<file path="src/rtl/sdram_pkg.sv">
// Shared types for the SDRAM host bridge: command/response bundles,
// bus widths used by sdram_ctrl_if, and the issue FSM state encoding.
package sdram_pkg;

    localparam int DATA_WIDTH = 32;
    localparam int ADDR_WIDTH = 32;
    localparam int WORD_LEN   = DATA_WIDTH / 8;

    typedef struct packed {
        logic                  we;
        logic [ADDR_WIDTH-1:0] addr;
        logic [DATA_WIDTH-1:0] wdata;
        logic [WORD_LEN-1:0]   wstrb;
    } sdram_cmd_t;

    typedef struct packed {
        logic                  is_write;
        logic [DATA_WIDTH-1:0] rdata;
    } sdram_rsp_t;

    typedef enum logic [1:0] {
        S_IDLE = 2'd0,
        S_REQ  = 2'd1,
        S_WAIT = 2'd2
    } bridge_state_t;

endpackage

</file>
<file path="src/rtl/sdram_ctrl_if.sv">
// Request/completion bus between the host bridge and the SDRAM core.
// man: bridge side (drives rd/wr/addr/write_data); sub: core side.
interface sdram_ctrl_if;
    import sdram_pkg::*;

    logic                  rd;
    logic [WORD_LEN-1:0]   wr;
    logic [ADDR_WIDTH-1:0] addr;
    logic [DATA_WIDTH-1:0] write_data;
    logic [DATA_WIDTH-1:0] read_data;
    logic                  rdy;
    logic                  rvalid;
    logic                  wvalid;
    logic                  error;

    modport man (
        output rd, wr, addr, write_data,
        input  rdy, rvalid, wvalid, read_data, error
    );

    modport sub (
        input  rd, wr, addr, write_data,
        output rdy, rvalid, wvalid, read_data, error
    );

endinterface

</file>
<file path="src/rtl/sdram_sync_fifo.sv">
// Generic synchronous FIFO with combinational head read.
// Ports: push/din in, pop/dout out, full/empty/count status.
module sdram_sync_fifo #(
    parameter int WIDTH = 8,
    parameter int DEPTH = 4
) (
    input  logic                     clk,
    input  logic                     rst,
    input  logic                     push,
    input  logic                     pop,
    input  logic [WIDTH-1:0]         din,
    output logic [WIDTH-1:0]         dout,
    output logic                     full,
    output logic                     empty,
    output logic [$clog2(DEPTH):0]   count
);

    localparam int AW = $clog2(DEPTH);

    logic [WIDTH-1:0] mem [DEPTH];
    logic [AW:0]      wptr;
    logic [AW:0]      rptr;
    logic             do_push;
    logic             do_pop;

    assign empty = (wptr == rptr);
    assign full  = (wptr[AW] != rptr[AW]) &&
                   (wptr[AW-1:0] == rptr[AW-1:0]);
    assign count = wptr - rptr;
    assign dout  = mem[rptr[AW-1:0]];

    // A push while full lands in the slot being popped this cycle.
    assign do_pop  = pop && !empty;
    assign do_push = push && (!full || do_pop);

    always_ff @(posedge clk) begin
        if (rst) begin
            wptr <= '0;
            rptr <= '0;
        end else begin
            if (do_push) wptr <= wptr + 1'b1;
            if (do_pop)  rptr <= rptr + 1'b1;
        end
    end

    always_ff @(posedge clk) begin
        if (do_push) mem[wptr[AW-1:0]] <= din;
    end

endmodule

</file>
<file path="src/rtl/sdram_host_bridge.sv">
// Host front-end for the SDRAM core: buffers commands, issues one at a time
// on ctrl_if, returns in-order completions. Ports: cmd_* in, rsp_* out, ctrl_if.
module sdram_host_bridge
    import sdram_pkg::*;
#(
    parameter int CMD_DEPTH = 4,
    parameter int RSP_DEPTH = 4
) (
    input  logic                  clk,
    input  logic                  rst,
    input  logic                  cmd_valid,
    output logic                  cmd_ready,
    input  logic                  cmd_we,
    input  logic [ADDR_WIDTH-1:0] cmd_addr,
    input  logic [DATA_WIDTH-1:0] cmd_wdata,
    input  logic [WORD_LEN-1:0]   cmd_wstrb,
    output logic                  rsp_valid,
    input  logic                  rsp_ready,
    output logic [DATA_WIDTH-1:0] rsp_rdata,
    output logic                  rsp_is_write,
    sdram_ctrl_if.man             ctrl_if
);

    bridge_state_t state;
    logic          op_we;
    logic          proto_err;

    sdram_cmd_t cmd_in, cmd_head;
    sdram_rsp_t rsp_in, rsp_head;
    logic cmd_push, cmd_pop, cmd_full, cmd_empty;
    logic rsp_push, rsp_pop, rsp_full, rsp_empty;
    logic [$clog2(CMD_DEPTH):0] cmd_count;
    logic [$clog2(RSP_DEPTH):0] rsp_count;
    logic credit_ok;
    logic rsp_match, rsp_stray;
    logic unused_ok;

    assign cmd_ready = !rst && !cmd_full;
    assign cmd_push  = cmd_valid && cmd_ready;
    assign cmd_pop   = (state == S_REQ) && ctrl_if.rdy;

    // Zero-strobe writes become full-word writes.
    assign cmd_in.we    = cmd_we;
    assign cmd_in.addr  = cmd_addr;
    assign cmd_in.wdata = cmd_wdata;
    assign cmd_in.wstrb = (cmd_we && cmd_wstrb == '0) ? '1 : cmd_wstrb;

    sdram_sync_fifo #(.WIDTH($bits(sdram_cmd_t)), .DEPTH(CMD_DEPTH)) u_cmd_fifo (
        .clk   (clk),
        .rst   (rst),
        .push  (cmd_push),
        .pop   (cmd_pop),
        .din   (cmd_in),
        .dout  (cmd_head),
        .full  (cmd_full),
        .empty (cmd_empty),
        .count (cmd_count)
    );

    assign rsp_valid = !rsp_empty;
    assign rsp_pop   = rsp_valid && rsp_ready;

    // A slot is reserved before issue, so a completion always fits.
    assign credit_ok = !rsp_full || rsp_pop;

    assign rsp_match = op_we ? ctrl_if.wvalid : ctrl_if.rvalid;
    assign rsp_stray = op_we ? ctrl_if.rvalid : ctrl_if.wvalid;
    assign rsp_push  = (state == S_WAIT) && rsp_match;

    assign rsp_in.is_write = op_we;
    assign rsp_in.rdata    = op_we ? '0 : ctrl_if.read_data;

    sdram_sync_fifo #(.WIDTH($bits(sdram_rsp_t)), .DEPTH(RSP_DEPTH)) u_rsp_fifo (
        .clk   (clk),
        .rst   (rst),
        .push  (rsp_push),
        .pop   (rsp_pop),
        .din   (rsp_in),
        .dout  (rsp_head),
        .full  (rsp_full),
        .empty (rsp_empty),
        .count (rsp_count)
    );

    assign rsp_rdata    = rsp_valid ? rsp_head.rdata : '0;
    assign rsp_is_write = rsp_valid && rsp_head.is_write;

    assign unused_ok = &{1'b0, cmd_count, rsp_count, ctrl_if.error};

    always_ff @(posedge clk) begin
        if (rst) begin
            state     <= S_IDLE;
            op_we     <= 1'b0;
            proto_err <= 1'b0;
        end else begin
            case (state)
                S_IDLE: begin
                    if (!cmd_empty && credit_ok) state <= S_REQ;
                end
                S_REQ: begin
                    if (ctrl_if.rdy) begin
                        op_we <= cmd_head.we;
                        state <= S_WAIT;
                    end
                end
                S_WAIT: begin
                    if (rsp_match) state <= S_IDLE;
                    if (rsp_stray) proto_err <= 1'b1;
                end
                default: state <= S_IDLE;
            endcase
        end
    end

    always_comb begin
        ctrl_if.rd         = 1'b0;
        ctrl_if.wr         = '0;
        ctrl_if.addr       = '0;
        ctrl_if.write_data = '0;
        if (state == S_REQ) begin
            ctrl_if.rd         = !cmd_head.we;
            ctrl_if.wr         = cmd_head.we ? cmd_head.wstrb : '0;
            ctrl_if.addr       = cmd_head.addr;
            ctrl_if.write_data = cmd_head.wdata;
        end
    end

endmodule

</file>
<file path="src/flat_wrapper.sv">
// flat-port wrapper written by rule: the top's interface ports become plain ports
module sdram_host_bridge_flat import sdram_pkg::*;
#(
    parameter int CMD_DEPTH = 4,
    parameter int RSP_DEPTH = 4
)
  (clk, rst, cmd_valid, cmd_ready, cmd_we, cmd_addr, cmd_wdata, cmd_wstrb, rsp_valid, rsp_ready, rsp_rdata, rsp_is_write, ctrl_if_rd, ctrl_if_wr, ctrl_if_addr, ctrl_if_write_data, ctrl_if_rdy, ctrl_if_rvalid, ctrl_if_wvalid, ctrl_if_read_data, ctrl_if_error);
  sdram_ctrl_if ctrl_if_i ();
  input  logic clk;
  input  logic rst;
  input  logic cmd_valid;
  output logic cmd_ready;
  input  logic cmd_we;
  input  logic [ADDR_WIDTH-1:0] cmd_addr;
  input  logic [DATA_WIDTH-1:0] cmd_wdata;
  input  logic [WORD_LEN-1:0] cmd_wstrb;
  output logic rsp_valid;
  input  logic rsp_ready;
  output logic [DATA_WIDTH-1:0] rsp_rdata;
  output logic rsp_is_write;
  output wire logic [$bits(ctrl_if_i.rd)-1:0] ctrl_if_rd;
  output wire logic [$bits(ctrl_if_i.wr)-1:0] ctrl_if_wr;
  output wire logic [$bits(ctrl_if_i.addr)-1:0] ctrl_if_addr;
  output wire logic [$bits(ctrl_if_i.write_data)-1:0] ctrl_if_write_data;
  input wire logic [$bits(ctrl_if_i.rdy)-1:0] ctrl_if_rdy;
  input wire logic [$bits(ctrl_if_i.rvalid)-1:0] ctrl_if_rvalid;
  input wire logic [$bits(ctrl_if_i.wvalid)-1:0] ctrl_if_wvalid;
  input wire logic [$bits(ctrl_if_i.read_data)-1:0] ctrl_if_read_data;
  input wire logic [$bits(ctrl_if_i.error)-1:0] ctrl_if_error;
  assign ctrl_if_rd = ctrl_if_i.rd;
  assign ctrl_if_wr = ctrl_if_i.wr;
  assign ctrl_if_addr = ctrl_if_i.addr;
  assign ctrl_if_write_data = ctrl_if_i.write_data;
  assign ctrl_if_i.rdy = ctrl_if_rdy;
  assign ctrl_if_i.rvalid = ctrl_if_rvalid;
  assign ctrl_if_i.wvalid = ctrl_if_wvalid;
  assign ctrl_if_i.read_data = ctrl_if_read_data;
  assign ctrl_if_i.error = ctrl_if_error;
  sdram_host_bridge #(.CMD_DEPTH(CMD_DEPTH), .RSP_DEPTH(RSP_DEPTH)) u_core (.clk(clk), .rst(rst), .cmd_valid(cmd_valid), .cmd_ready(cmd_ready), .cmd_we(cmd_we), .cmd_addr(cmd_addr), .cmd_wdata(cmd_wdata), .cmd_wstrb(cmd_wstrb), .rsp_valid(rsp_valid), .rsp_ready(rsp_ready), .rsp_rdata(rsp_rdata), .rsp_is_write(rsp_is_write), .ctrl_if(ctrl_if_i));
endmodule
</file>
<file path="config.mk">
export PLATFORM = sky130hd
export DESIGN_NAME = sdram_host_bridge_flat
export DESIGN_NICKNAME = d
export VERILOG_FILES = /design/src/rtl/sdram_pkg.sv /design/src/rtl/sdram_ctrl_if.sv /design/src/rtl/sdram_sync_fifo.sv /design/src/rtl/sdram_host_bridge.sv /design/src/flat_wrapper.sv
export SDC_FILE = /design/constraint.sdc
export NUM_CORES = 1
export LEC_CHECK = 0
export BUFFER_PORTS_ARGS = -buffer_cell sky130_fd_sc_hd__buf_4
export CAP_MARGIN = 20
export CELL_PAD_IN_SITES_DETAIL_PLACEMENT = 0
export CELL_PAD_IN_SITES_GLOBAL_PLACEMENT = 2
export CORE_MARGIN = 4
export CORE_UTILIZATION = 44
export CTS_CLUSTER_SIZE = 28
export DETAILED_ROUTE_END_ITERATION = 7
export PLACE_DENSITY_LB_ADDON = 0.12
export SYNTH_ARGS = -nofsm -noshare
export SYNTH_HDL_FRONTEND = slang
export SYNTH_HIERARCHICAL = 1
export SYNTH_SLANG_ARGS = --single-unit
</file>
<file path="constraint.sdc">
create_clock -name clk -period 4.25 [get_ports clk]
set_clock_uncertainty 0.1 [all_clocks]
set_input_delay 0.6375 -clock clk [delete_from_list [all_inputs] [get_ports clk]]
set_output_delay 0.6375 -clock clk [all_outputs]
set_load 0.05 [all_outputs]
</file>
# After elaboration in Yosys (flattened, before gate mapping)
# Memory sizes are Yosys's and may differ from the RTL's. A register that Yosys moved wholly into a read port is not among the register bits.
# Cells that the tools add are included.
dict set report totals {
  ram_bits 408
  mem_count 2
  ff_bits 15
  in_bits 109
  word_cells 71
}
# memory words width rd rd_ports_with_merged_regs wr line
set mem_list {}
lappend mem_list {u_core.u_cmd_fifo.mem 4 69 1 1 1 sdram_sync_fifo.sv:20} ;# logic [WIDTH-1:0] mem [DEPTH];
lappend mem_list {u_core.u_rsp_fifo.mem 4 33 1 1 1 sdram_sync_fifo.sv:20}
dict set report op_classes {
  n_reduce_logical 27
  mux 21
  n_eq_ne 11
  n_addsub 4
}
# cell count
set ops {}
lappend ops {{$mux 32} 4}
lappend ops {{$logic_and 1x1->1} 14}
lappend ops {{$mux 2} 7}
lappend ops {{$add 3x1->3 const B} 4}
lappend ops {{$mux 4} 3}
lappend ops {{$eq 3x3->1} 2}
lappend ops {{$logic_not 1->1} 6}
lappend ops {{$mux 1} 6}
lappend ops {{$pmux 2 s3} 1}
lappend ops {{$eq 2x2->1} 2}
lappend ops {{$logic_not 4->1} 1}
lappend ops {{$ne 2x1->1 const B} 2}
lappend ops {{$logic_or 1x1->1} 3}
lappend ops {{$reduce_and 3->1} 1}
lappend ops {{$eq 2x1->1 const B} 1}
lappend ops {{$eq 2x2->1 const B} 1}
lappend ops {{$logic_not 2->1} 1}
lappend ops {{$ne 1x1->1} 2}
lappend ops {{$ne 2x2->1 const B} 1}
lappend ops {{$reduce_and 2->1} 1}

# Logic depth before layout (Yosys ltp)
dict set report logic_depth {
  word_depth 8
  depth_mapped 8
  mapped_depth_nobuf 8
}

# Cells and area by module
# The synthesis kept the hierarchy.
# mod area_each_um2 seq_area_each_um2 cells_per_inst n_inst
set modules_own_cells {}
lappend modules_own_cells {{sdram_sync_fifo (u_core.u_cmd_fifo)} 10440.0 8448.1 416 1}
lappend modules_own_cells {{sdram_sync_fifo (u_core.u_rsp_fifo)} 5262.5 4124.0 228 1}
lappend modules_own_cells {sdram_host_bridge 1132.3 60.1 173 1}

# Least setup slack after synthesis
# No wires, ideal clock.
dict set report synth_path {
  path_kind {reg2reg}
  from {register u_core.u_cmd_fifo.wptr[0]}
  to {memory u_core/u_cmd_fifo/mem[0][0] (netlist bit), enable pin}
  synth_period_minus_slack_ns 4.286
  setup_ns 0.435
  path_slack_ns -0.036
  n_path_buf 0
  required_ns 3.715
  arrival_ns 3.752
  stages_incl_launch_ff 9
  path_cell_list {dfxtp_1 -> inv_1 -> ha_1 -> nand2_1 -> nor2_1 -> nor2_1 -> and2_1 -> o31a_1 -> and2_1}
}
dict set report synth_between {
  elab_chain_len 8
  elab_cells_between_ends 12
}
# item line
set synth_rtl {}
lappend synth_rtl {{from (decl)} sdram_sync_fifo.sv:21} ;# logic [AW:0] wptr;
lappend synth_rtl {{from (signal assigned)} sdram_sync_fifo.sv:41} ;# if (do_push) wptr <= wptr + 1'b1;
lappend synth_rtl {{$eq 2x2->1} sdram_sync_fifo.sv:28} ;# (wptr[AW-1:0] == rptr[AW-1:0]);
lappend synth_rtl {{$logic_and 1x1->1} sdram_sync_fifo.sv:27} ;# assign full = (wptr[AW] != rptr[AW]) &&
lappend synth_rtl {{net u_core.cmd_full} sdram_host_bridge.sv:30} ;# logic cmd_push, cmd_pop, cmd_full, cmd_empty;
lappend synth_rtl {{$logic_not 1->1} sdram_host_bridge.sv:38} ;# assign cmd_ready = !rst && !cmd_full;
lappend synth_rtl {{$logic_and 1x1->1} sdram_host_bridge.sv:38}
lappend synth_rtl {{net cmd_ready} flat_wrapper.sv:12} ;# output logic cmd_ready;
lappend synth_rtl {{$logic_and 1x1->1} sdram_host_bridge.sv:39} ;# assign cmd_push = cmd_valid && cmd_ready;
lappend synth_rtl {{net u_core.cmd_push} sdram_host_bridge.sv:30}
lappend synth_rtl {{$logic_and 1x1->1} sdram_sync_fifo.sv:34} ;# assign do_push = push && (!full || do_pop);
lappend synth_rtl {{$mux 1} sdram_sync_fifo.sv:47} ;# if (do_push) mem[wptr[AW-1:0]] <= din;
lappend synth_rtl {{$mux 1 (not written as such)} sdram_sync_fifo.sv:47}
lappend synth_rtl {{to (decl)} sdram_sync_fifo.sv:20}
# The timed path passes the listed nets, and every way through them passes these cells.

==> summary.txt <==
Die
  • Die area: 0.0413 mm^2
  • Die Span Y: 203 um
  • Starting Density: 44.5%
  • I/O Pins: 213
  • Die Wd: 203 um
  • FP Rows: 71
  • Core Box Area: 0.0377 mm^2

Cells and area
  • Area growth from synthesis to layout: 21.9%
  • Fillers: 3079
  • Share of cells above drive strength 1: 38.2%
  • Antenna cells: 0
  • Fin nets: 1174

STA
  • Crit share post-route: 78.2%
  • Max-slew violation count: 0
  • Period minus WS final: 3.32 ns
  • Max Freq: 0.301 GHz
  • Slew margin rel.: 39.2%
  • Final hold vios: 0
  • Fin Setup TNS: 0 ns
  • Final WS setup: 0.928 ns
  • # setup viols final: 0
  • RSZ-0062 raised after global routing: no
  • Worst Max-Slew Pin Slew: 0.912 ns

Setup path
  • Most frequent CP cell: buf_4
  • Reg2reg start: u_core/u_cmd_fifo/wptr[0]
  • Top delay family on crit path: flip-flops
  • Worst path slowest cell: dfxtp_2
  • CP Buf/Inv Count: 2
  • Critical path arrival: 2.58 ns
  • Crit. End Element: output port
  • Max FO, Critical Path: 17
  • Reg-to-Reg End: u_core/u_cmd_fifo/mem[1][60]
  • R2r setup slk: 1.20 ns
  • CP Class: register to output port
  • FF-to-FF path depth: 9
  • Critical Path RT: 3.51 ns
  • Critical path, cell by cell: buf_4, mux4_2, nor2b_1, buf_4
  • Crit start category: register
  • CP peak stage delay: 0.74 ns

Pwr
  • Clock power frac: 38.4%
  • Switch share: 23.9%
  • Cell internal pwr: 7.26 mW
  • Seq pwr share: 49.9%
  • VDD IR max: 335 uV
  • Power density of the placed cells: 467 mW/mm^2
  • Sw Pwr: 2.28 mW
  • Gate power share: 11.8%
  • Pleak: 6.98 nW

Logic synthesis
  • Syn avg cell area: 20.7 um^2
  • Synth Warn #: 6
  • Cell area after synthesis: 0.0168 mm^2
  • Syn_nets: 932
  • Post-Syn Instances: 809

Clocking
  • Clk_lat worst skew: 0.55 ns
  • Cts repair resizes: 0
  • Clk slew on worst S/H paths: 0.06 ns
  • TritonCTS clock tree: built
  • Hold_buf cts: 0
  • H-tree levels: 2
  • Clk root buf: clkbuf_16
  • TritonCTS buffer count: 45
  • Post-CTS setup-driven buffer insertion count: 0
  • Clock tree buffer depth: 3
  • Clk sink count: 427

Placement
  • Final GP Congestion: 0.689
  • Detailed placement HPWL: 20300 um
  • Pre-CTS WS: 1.18 ns
  • Port Buf Inserts: 211

Global routing
  • GRT Total Usage: 16.5%
  • Initial antenna violation count: 3
  • Global-route wire length before repair: 52000 um
  • Vias in the first global route: 8789
  • GRT overflow: 0
  • Largest net degree at the start of global routing: 71

Worst hold path
  • Worst Hold Class: primary input to register
  • Hold path endpoint: u_core/u_cmd_fifo/mem[2][64]
  • Hold_sp: cmd_addr[28]
  • WHS Path Cells: 1

Route
  • Remaining DRCs: 0
  • Routed Wire Length: 33500 um
  • ANT nets after route: 0
  • DR vias: 8085
  • Routed length per instance: 21.0 um
  • Pre-antenna DRT Iters: 6
  • Via density: 5.07
  • Initial DRC Count: 416

Run status
  • Status: finished clean

Run
  • Max cap viols: 0
-- area by class of cell --
cell class                      instances  area (um^2)  share of cell area [%]
Sequential cell                       427        12600                    61.9
Multi-Input combinational cell        330         3920                    19.2
Inverter                               13         48.8                   0.239
Clock inverter                         22          196                   0.961
Timing Repair Buffer                  234         1810                    8.84
Clock buffer                           58         1180                    5.80
Tap cell                              511          639                    3.13
-- layout by cell type (no fill, tap or decap), drive strengths merged, types with 8 or more instances in the layout --
cell    instances
mux4          102
and2           71
ha             14
clkbuf         58
mux2            8
edfxtp        408
dfxtp          19
nor2b          71
buf           234
clkinv         16
inv            14
nor2           14
-- registers in the layout (all words and copies together), names as in the netlist, named ones only --
signal	count
u_core/u_cmd_fifo/mem	276
u_core/u_rsp_fifo/mem	132
u_core/u_cmd_fifo/rptr	3
u_core/u_cmd_fifo/wptr	3
u_core/u_rsp_fifo/rptr	3
u_core/u_rsp_fifo/wptr	3
u_core/state	2
u_core/op_we	1
-- worst register-to-register path, cell delays in order (launching register included) --
cell     delay [ns]
dfxtp_1        0.39
inv_1          0.12
ha_1           0.31
nand2_1        0.20
nor2_1         0.07
nor2_1         0.13
and2_1         0.18
o31a_1         0.28
and2_4         0.57
buf_4          0.37
-- through the flow --
| step | hold WS (ns) | instances | instance area (um^2) | utilization [%] | power (mW) |
|---|---|---|---|---|---|
| finish | 0.183 | 1595 | 20400 | 54.3 | 9.54 |
| global route | 0.158 | 1595 | 20400 | 54.3 | 9.93 |
| CTS | 0.150 | 1595 | 20400 | 54.3 | 9.69 |
| detailed placement | 0.403 | 1515 | 19100 | 50.6 | 5.99 |
| global placement | 0.403 | 1515 | 19100 | 50.6 | 5.98 |
| floorplan | 0.380 | 809 | 16800 | - | 5.57 |
-- power by group through the flow --
stage	sequential [mW]	combinational, mW	clock, mW
floorplan	4.83	0.736	0
global placement	4.84	1.14	0
CTS	4.76	1.15	3.78
global route	4.76	1.21	3.96
detailed placement	4.85	1.15	0
finish	4.76	1.12	3.66
-- routing by layer --
metal  vias to the layer above  part of all wire (%)  GRT usage (%)
li1                       3709                     -              -
met1                      4140                    40           20.2
met2                       171                    50           28.1
met3                        59                   7.5           6.11
met4                         6                   1.9           4.14
met5                         -                 0.089              0
-- how the worst max path moves through the flow --
stage                         startpoint                           end  slack [ns]  depth (start not counted)
2_1_floorplan  u_core/u_cmd_fifo/wptr[0]     u_core/u_cmd_fifo/wptr[2]        0.06                          8
3_3_place_gp   u_core/u_cmd_fifo/wptr[0]  u_core/u_cmd_fifo/mem[1][60]        1.21                          9
3_5_place_dp   u_core/u_cmd_fifo/wptr[0]  u_core/u_cmd_fifo/mem[1][60]        1.18                          9
4_1_cts                         register                  rsp_rdata[2]        0.82                          4
5_1_grt                         register                  rsp_is_write        0.70                          4
6_report                        register                  rsp_rdata[6]        0.93                          4
Power figures use the tool's default switching activity.
